**src/rtl/btn_pkg.sv**
```systemverilog
// Shared types and default timing constants for the push-button conditioner.
// Defaults assume a 100 MHz system clock.
package btn_pkg;

    typedef enum logic [1:0] {
        IDLE         = 2'd0,
        PRESS_WAIT   = 2'd1,
        HELD         = 2'd2,
        RELEASE_WAIT = 2'd3
    } btn_state_t;

    localparam int unsigned CLK_HZ              = 32'd100_000_000;
    localparam int unsigned DEBOUNCE_10MS       = CLK_HZ / 32'd100;
    localparam int unsigned REPEAT_DELAY_500MS  = CLK_HZ / 32'd2;
    localparam int unsigned REPEAT_PERIOD_100MS = CLK_HZ / 32'd10;

    function automatic int unsigned max_u(input int unsigned a, input int unsigned b);
        if (a > b) begin
            return a;
        end else begin
            return b;
        end
    endfunction

endpackage

```
**src/rtl/sync_2ff.sv**
```systemverilog
// Two-flop synchronizer for a single asynchronous bit.
// Both flops clear to 0 on a synchronous active-low reset.
module sync_2ff (
    input  logic clk_in,
    input  logic rst_n_in,
    input  logic d_in,
    output logic q_out
);

    logic meta_q;
    logic meta_d;
    logic sync_q;
    logic sync_d;

    // Next-state for the shift chain.
    always_comb begin
        meta_d = d_in;
        sync_d = meta_q;
    end

    // Synchronizer flops with synchronous reset.
    always_ff @(posedge clk_in) begin
        if (!rst_n_in) begin
            meta_q <= 1'b0;
            sync_q <= 1'b0;
        end else begin
            meta_q <= meta_d;
            sync_q <= sync_d;
        end
    end

    assign q_out = sync_q;

endmodule

```
**src/rtl/button_conditioner.sv**
```systemverilog
// Debounces a raw push-button into a clean level plus one-cycle press pulses,
// with optional hold-to-auto-repeat.
module button_conditioner
    import btn_pkg::*;
#(
    parameter int unsigned DEBOUNCE_CYCLES      = DEBOUNCE_10MS,
    parameter int unsigned REPEAT_EN            = 32'd1,
    parameter int unsigned REPEAT_DELAY_CYCLES  = REPEAT_DELAY_500MS,
    parameter int unsigned REPEAT_PERIOD_CYCLES = REPEAT_PERIOD_100MS
) (
    input  logic clk_in,
    input  logic rst_n_in,
    input  logic btn_raw_in,
    output logic btn_level,
    output logic btn_pulse
);

    localparam int unsigned DW = $clog2(DEBOUNCE_CYCLES + 32'd1);
    localparam int unsigned RW = $clog2(max_u(REPEAT_DELAY_CYCLES, REPEAT_PERIOD_CYCLES) + 32'd1);

    localparam logic [DW-1:0] DCNT_LAST = DW'(DEBOUNCE_CYCLES - 32'd1);
    localparam logic [RW-1:0] RDLY_LAST = RW'(REPEAT_DELAY_CYCLES - 32'd1);
    localparam logic [RW-1:0] RPER_LAST = RW'(REPEAT_PERIOD_CYCLES - 32'd1);

    if ((DEBOUNCE_CYCLES == 32'd0) || (REPEAT_DELAY_CYCLES == 32'd0) ||
        (REPEAT_PERIOD_CYCLES == 32'd0)) begin : g_bad_params
        $error("button_conditioner: all cycle parameters must be >= 1");
    end

    logic          s_sync;
    btn_state_t    state_q;
    btn_state_t    state_d;
    logic [DW-1:0] dcnt_q;
    logic [DW-1:0] dcnt_d;
    logic [RW-1:0] rcnt_q;
    logic [RW-1:0] rcnt_d;
    logic          first_q;
    logic          first_d;
    logic          level_q;
    logic          level_d;
    logic          pulse_q;
    logic          pulse_d;
    logic [RW-1:0] rcnt_last_s;

    sync_2ff u_sync (
        .clk_in   (clk_in),
        .rst_n_in (rst_n_in),
        .d_in     (btn_raw_in),
        .q_out    (s_sync)
    );

    // First repeat waits the long delay; later ones use the shorter period.
    always_comb begin
        if (first_q) begin
            rcnt_last_s = RPER_LAST;
        end else begin
            rcnt_last_s = RDLY_LAST;
        end
    end

    // Debounce / repeat FSM next-state logic.
    always_comb begin
        state_d = state_q;
        dcnt_d  = dcnt_q;
        rcnt_d  = rcnt_q;
        first_d = first_q;
        level_d = level_q;
        pulse_d = 1'b0;
        case (state_q)
            IDLE: begin
                if (s_sync) begin
                    state_d = PRESS_WAIT;
                    dcnt_d  = '0;
                end else begin
                    state_d = IDLE;
                end
            end
            PRESS_WAIT: begin
                if (!s_sync) begin
                    state_d = IDLE;
                end else if (dcnt_q == DCNT_LAST) begin
                    state_d = HELD;
                    level_d = 1'b1;
                    pulse_d = 1'b1;
                    rcnt_d  = '0;
                    first_d = 1'b0;
                end else begin
                    dcnt_d = dcnt_q + DW'(1);
                end
            end
            HELD: begin
                if (!s_sync) begin
                    state_d = RELEASE_WAIT;
                    dcnt_d  = '0;
                end else if (REPEAT_EN != 32'd0) begin
                    if (rcnt_q == rcnt_last_s) begin
                        pulse_d = 1'b1;
                        rcnt_d  = '0;
                        first_d = 1'b1;
                    end else begin
                        rcnt_d = rcnt_q + RW'(1);
                    end
                end else begin
                    state_d = HELD;
                end
            end
            RELEASE_WAIT: begin
                // A bounce back high resumes the hold without a new pulse.
                if (s_sync) begin
                    state_d = HELD;
                end else if (dcnt_q == DCNT_LAST) begin
                    state_d = IDLE;
                    level_d = 1'b0;
                    rcnt_d  = '0;
                    first_d = 1'b0;
                end else begin
                    dcnt_d = dcnt_q + DW'(1);
                end
            end
            default: begin
                state_d = IDLE;
                dcnt_d  = '0;
                rcnt_d  = '0;
                first_d = 1'b0;
                level_d = 1'b0;
            end
        endcase
    end

    // FSM state, counters and registered outputs.
    always_ff @(posedge clk_in) begin
        if (!rst_n_in) begin
            state_q <= IDLE;
            dcnt_q  <= '0;
            rcnt_q  <= '0;
            first_q <= 1'b0;
            level_q <= 1'b0;
            pulse_q <= 1'b0;
        end else begin
            state_q <= state_d;
            dcnt_q  <= dcnt_d;
            rcnt_q  <= rcnt_d;
            first_q <= first_d;
            level_q <= level_d;
            pulse_q <= pulse_d;
        end
    end

    assign btn_level = level_q;
    assign btn_pulse = pulse_q;

endmodule

```
**config.mk**
```make
export PLATFORM = sky130hd
export DESIGN_NAME = button_conditioner
export DESIGN_NICKNAME = d
export VERILOG_FILES = /design/src/rtl/btn_pkg.sv /design/src/rtl/sync_2ff.sv /design/src/rtl/button_conditioner.sv
export SDC_FILE = /design/constraint.sdc
export NUM_CORES = 1
export LEC_CHECK = 0
export ABC_AREA = 1
export BUFFER_PORTS_ARGS = -buffer_cell sky130_fd_sc_hd__buf_2
export CORE_MARGIN = 1.5
export CORE_UTILIZATION = 63
export DETAILED_ROUTE_END_ITERATION = 8
export PLACE_DENSITY = 0.8
export REMOVE_ABC_BUFFERS = 1
export SLEW_MARGIN = 25
export SYNTH_ARGS = -nofsm -noshare
export SYNTH_HDL_FRONTEND = slang
export SYNTH_HIERARCHICAL = 1
export SYNTH_SLANG_ARGS = --single-unit
```
**constraint.sdc**
```tcl
create_clock -name clk_in -period 2.8 [get_ports clk_in]
set_input_delay 0.56 -clock clk_in [delete_from_list [all_inputs] [get_ports clk_in]]
set_output_delay 0.56 -clock clk_in [all_outputs]
set_load 0.005 [all_outputs]
```
==> impl_results.html <==
<table>
<tr><th>Metric</th><th>Value</th></tr>
<tr><th colspan="2">Placed design</th></tr>
<tr><td>Pre-CTS setup slack</td><td>0.3412 ns</td></tr>
<tr><td>Input/output buffers</td><td>4</td></tr>
<tr><td>Detailed placement HPWL</td><td>6.211 mm</td></tr>
<tr><td>Gp weighted congestion</td><td>0.9793</td></tr>
<tr><th colspan="2">Timing</th></tr>
<tr><td>Worst setup skew after layout</td><td>0.004860 ns</td></tr>
<tr><td>Number of max-slew violations in the final report</td><td>0</td></tr>
<tr><td>Final-layout setup total negative slack</td><td>0 ns</td></tr>
<tr><td>Highest clock frequency the design can meet</td><td>399.4 MHz</td></tr>
<tr><td>Tmin final</td><td>2.504 ns</td></tr>
<tr><td>Fin. Hold Viols</td><td>0</td></tr>
<tr><td>Fraction of the cycle the final worst path needs</td><td>89.42%</td></tr>
<tr><td>Worst-case setup margin in the final layout</td><td>0.2964 ns</td></tr>
<tr><td>Rel. slew slack</td><td>69.41%</td></tr>
<tr><td>RSZ-0062 raised after global routing</td><td>no</td></tr>
<tr><td>Endpoints failing setup</td><td>0</td></tr>
<tr><td>Slew @ Worst Pin</td><td>0.4546 ns</td></tr>
<tr><th colspan="2">Clock network</th></tr>
<tr><td>CTS clk-pin slew, worst paths</td><td>0.09 ns</td></tr>
<tr><td>Clock sink count</td><td>53</td></tr>
<tr><td>Total CTS buffers</td><td>5</td></tr>
<tr><td>CTS tree</td><td>built</td></tr>
<tr><td>Count of H-tree levels built during CTS</td><td>2</td></tr>
<tr><td>Bufs on Longest Clock Path</td><td>2</td></tr>
<tr><td>Clock Latency Late Sink</td><td>0.31 ns</td></tr>
<tr><td>Cell chosen for the clock root</td><td>clkbuf_8</td></tr>
<tr><td>Number of instances resized during post-cts repair</td><td>0</td></tr>
<tr><td>Setup Fix Bufs, Post-CTS</td><td>0</td></tr>
<tr><td>Number of hold buffers added after CTS</td><td>0</td></tr>
<tr><th colspan="2">Drt</th></tr>
<tr><td>1st-iter DRT viols</td><td>328</td></tr>
<tr><td>DRC violations left</td><td>0</td></tr>
<tr><td>Final wirelength</td><td>8.187 mm</td></tr>
<tr><td>Uppermost layer routed</td><td>met4</td></tr>
<tr><td>Vias</td><td>3497</td></tr>
<tr><td>DR WL/cell</td><td>12.85 microns</td></tr>
<tr><td>M1 WL</td><td>4.157 mm</td></tr>
<tr><td>Vias per cell</td><td>5.490</td></tr>
<tr><td>Drt first pass iters</td><td>5</td></tr>
<tr><td>Routed Antenna Nets</td><td>0</td></tr>
<tr><td>Detail Route met2 WL</td><td>3.286 mm</td></tr>
<tr><td>Met3 routed WL</td><td>671 microns</td></tr>
<tr><th colspan="2">Yosys</th></tr>
<tr><td>Sequential area share after synthesis</td><td>30.96%</td></tr>
<tr><td>Total standard cell area after synthesis</td><td>3427 sq um</td></tr>
<tr><td>Ys flop type</td><td>dfxtp_1</td></tr>
<tr><td>Number of synthesized register bits</td><td>53</td></tr>
<tr><td>Number of enable flip-flop cells after synthesis</td><td>0</td></tr>
<tr><td>Ys async rst share</td><td>0%</td></tr>
<tr><td>Post-Synthesis Mean Instance Area</td><td>6.055 sq um</td></tr>
<tr><td>Yosys cell types</td><td>32</td></tr>
<tr><td>Synthesis warning total</td><td>6</td></tr>
<tr><td>Mapped Cells</td><td>566</td></tr>
<tr><th colspan="2">Layout</th></tr>
<tr><td>Area growth, synth to finish</td><td>3.286%</td></tr>
<tr><td>Core occupancy in the finished layout</td><td>68.43%</td></tr>
<tr><td>Fraction of layout cells with a size suffix above 1</td><td>6.878%</td></tr>
<tr><td>Number of inserted filler cells in the final layout</td><td>480</td></tr>
<tr><td>Number of diodes</td><td>0</td></tr>
<tr><td>Final-stage net count</td><td>576</td></tr>
<tr><th colspan="2">Floorplan</th></tr>
<tr><td>Initial Utilization</td><td>66.26%</td></tr>
<tr><td>DIE HEIGHT</td><td>76.76 microns</td></tr>
<tr><td>Area of the core</td><td>5172 sq um</td></tr>
<tr><td>I/O pin count</td><td>5</td></tr>
<tr><td>Die X</td><td>76.76 microns</td></tr>
<tr><td>Full die area</td><td>5891 sq um</td></tr>
<tr><td>Site Rows</td><td>26</td></tr>
<tr><th colspan="2">Worst hold path</th></tr>
<tr><td>Path type of the worst min-delay path</td><td>in -&gt; reg</td></tr>
<tr><td>Worst hold path stage count</td><td>3</td></tr>
<tr><th colspan="2">Power and ir drop</th></tr>
<tr><td>Power per Cell Area</td><td>370.7 nW/um^2</td></tr>
<tr><td>Peak supply drop</td><td>0.2810 mV</td></tr>
<tr><td>Leakage power figure</td><td>1.403 nW</td></tr>
<tr><th colspan="2">Worst setup path</th></tr>
<tr><td>Type of element capturing the critical path</td><td>flip-flop</td></tr>
<tr><td>Count of buffering cells on the critical path with inverters included</td><td>4</td></tr>
<tr><td>Worst Path Class, Setup</td><td>reg -&gt; reg</td></tr>
<tr><td>CP top delay family</td><td>simple AND/OR/NAND/NOR gates</td></tr>
<tr><td>Largest stage delay on the critical path</td><td>0.51 ns</td></tr>
<tr><td>R2r worst-path depth</td><td>12</td></tr>
<tr><td>Logic depth of the worst setup path including buffers</td><td>12</td></tr>
<tr><td>Crit path max fanout</td><td>24</td></tr>
<tr><td>Arrival @ worst endpoint</td><td>2.70 ns</td></tr>
<tr><td>Nature of the critical path startpoint</td><td>flip-flop</td></tr>
<tr><td>Cells along the critical path</td><td>inv_1 &gt; ha_1 &gt; inv_2 &gt; nor2_1 &gt; nor2_2 &gt; inv_2 &gt; nor2_4 &gt; nand2_8 &gt; clkinv_4 &gt; nand2_2 &gt; nand2_1 &gt; nor2_1</td></tr>
<tr><td>Data required time of the critical path</td><td>3.00 ns</td></tr>
<tr><td>Crit path max-delay cell type</td><td>dfxtp_1</td></tr>
<tr><th colspan="2">Global routing</th></tr>
<tr><td>GRT Resource Usage Total</td><td>29.15%</td></tr>
<tr><td>Antenna violations before repair</td><td>0</td></tr>
<tr><td>Wire length of the first global-routing pass</td><td>13.97 mm</td></tr>
<tr><td>Number of global-route vias before repair</td><td>3038</td></tr>
<tr><td>Total global routing overflow</td><td>0</td></tr>
<tr><td>Pin count of the biggest net entering global routing</td><td>25</td></tr>
<tr><th colspan="2">Run</th></tr>
<tr><td>Max-cap violations</td><td>0</td></tr>
<tr><th colspan="2">Run status</th></tr>
<tr><td>Run status</td><td>complete, no violations</td></tr>
</table>
[worst register-to-register path: cells and delay by family, from the launching register on]
kind | cells | cell delay (ns)
adders and majority gates | 1 | 0.32
buffers and inverters | 4 | 0.53
and+or+nand+nor | 7 | 1.05
DFF | 1 | 0.51
[per-stage QoR]
stage / hold slack [ns] / instances / power (W) / area (sq um)
after global placement: 0.4097 / 629 / 0.0008937 / 3457
final: 0.4242 / 637 / 0.001312 / 3540
after global routing: 0.4735 / 637 / 0.001350 / 3540
after floorplan: 0.3900 / 551 / 0.0008606 / 3319
after detailed placement: 0.4317 / 629 / 0.0008977 / 3457
after CTS: 0.4231 / 637 / 0.001317 / 3540
[worst paths after layout]
check                  endpoint     startpoint  slack, ns
setup / recovery     rcnt_q[21]     state_q[0]       0.30
hold / removal    u_sync/meta_q     btn_raw_in       0.42
setup reg to reg     rcnt_q[21]     state_q[0]       0.30
hold reg to reg    u_sync/q_out  u_sync/meta_q       0.45
[sequential cells by signal, summed over array words and instances, names as in the netlist, named ones only]
register	flops
btn_level	1
dcnt_q	20
rcnt_q	26
btn_pulse	1
first_q	1
u_sync/meta_q	1
state_q	1
u_sync/q_out	1
[where the power goes]
part	switching [W]	internal, W	total, W	leakage, nW
clock	0.000256	0.000174	0.000430	0.0450
combinational	0.0000847	0.0000301	0.000115	0.930
sequential	0.00000767	0.000759	0.000767	0.428
[placed cells by master, fill, tap and decap left out, types with 4 or more instances in the layout]
cell type,Yosys,final
inv_1,70,70
buf_4,5,4
dfxtp_1,53,53
buf_2,2,4
o21ai_0,7,7
nor2_2,4,4
nand3_1,52,52
a21oi_1,20,20
nor3_1,32,32
o21ai_1,5,5
clkbuf_8,0,5
xor2_1,4,4
nand4_1,17,17
inv_2,6,6
nand2_1,143,143
nand2_2,5,5
nor2_1,111,111
ha_1,7,7
[layer usage]
layer | vias up | track usage [%]
li1 | 1789 | -
met1 | 1568 | 44.97
met2 | 130 | 41.68
met3 | 10 | 4.881
met4 | 0 | 7.037
met5 | - | 0
[logic make-up after synthesis]
logic type / after synthesis / share of synthesized area, %
compound gates: 32 / 4.673
xor+xnor: 5 / 1.278
fa+ha+maj: 7 / 2.556
buf+inv: 92 / 11.72
flops: 53 / 30.96
simple gates: 377 / 48.81
[final cells by class]
class / instances / area [sq um] / share of cell area (%)
Inverter: 77 / 294.0 / 8.307
Timing Repair Buffer: 8 / 50.05 / 1.414
Clock buffer: 6 / 72.57 / 2.050
Sequential cell: 53 / 1061 / 29.98
Clock inverter: 2 / 10.01 / 0.2828
Multi-Input combinational cell: 421 / 1964 / 55.50
Tap cell: 70 / 87.58 / 2.474
[synthesized netlist by cell type (2+ instances only)]
master | number | area share [%]
nand4_1 | 17 | 3.1
buf_6 | 4 | 1.3
xor2_1 | 4 | 1.0
inv_2 | 6 | 0.66
buf_4 | 5 | 1.1
nor2_1 | 111 | 12
nor3_1 | 32 | 4.7
nor2_2 | 4 | 0.73
nand2_2 | 5 | 0.91
clkbuf_1 | 3 | 0.33
a21oi_1 | 20 | 2.9
nand3b_1 | 2 | 0.44
nand3_1 | 52 | 7.6
dfxtp_1 | 53 | 31
o21ai_1 | 5 | 0.73
o21ai_0 | 7 | 1.0
ha_1 | 7 | 2.6
buf_2 | 2 | 0.29
nand3_2 | 2 | 0.58
nand2_1 | 143 | 16
nor2_4 | 2 | 0.66
inv_1 | 70 | 7.7
Power figures use the tool's default switching activity.
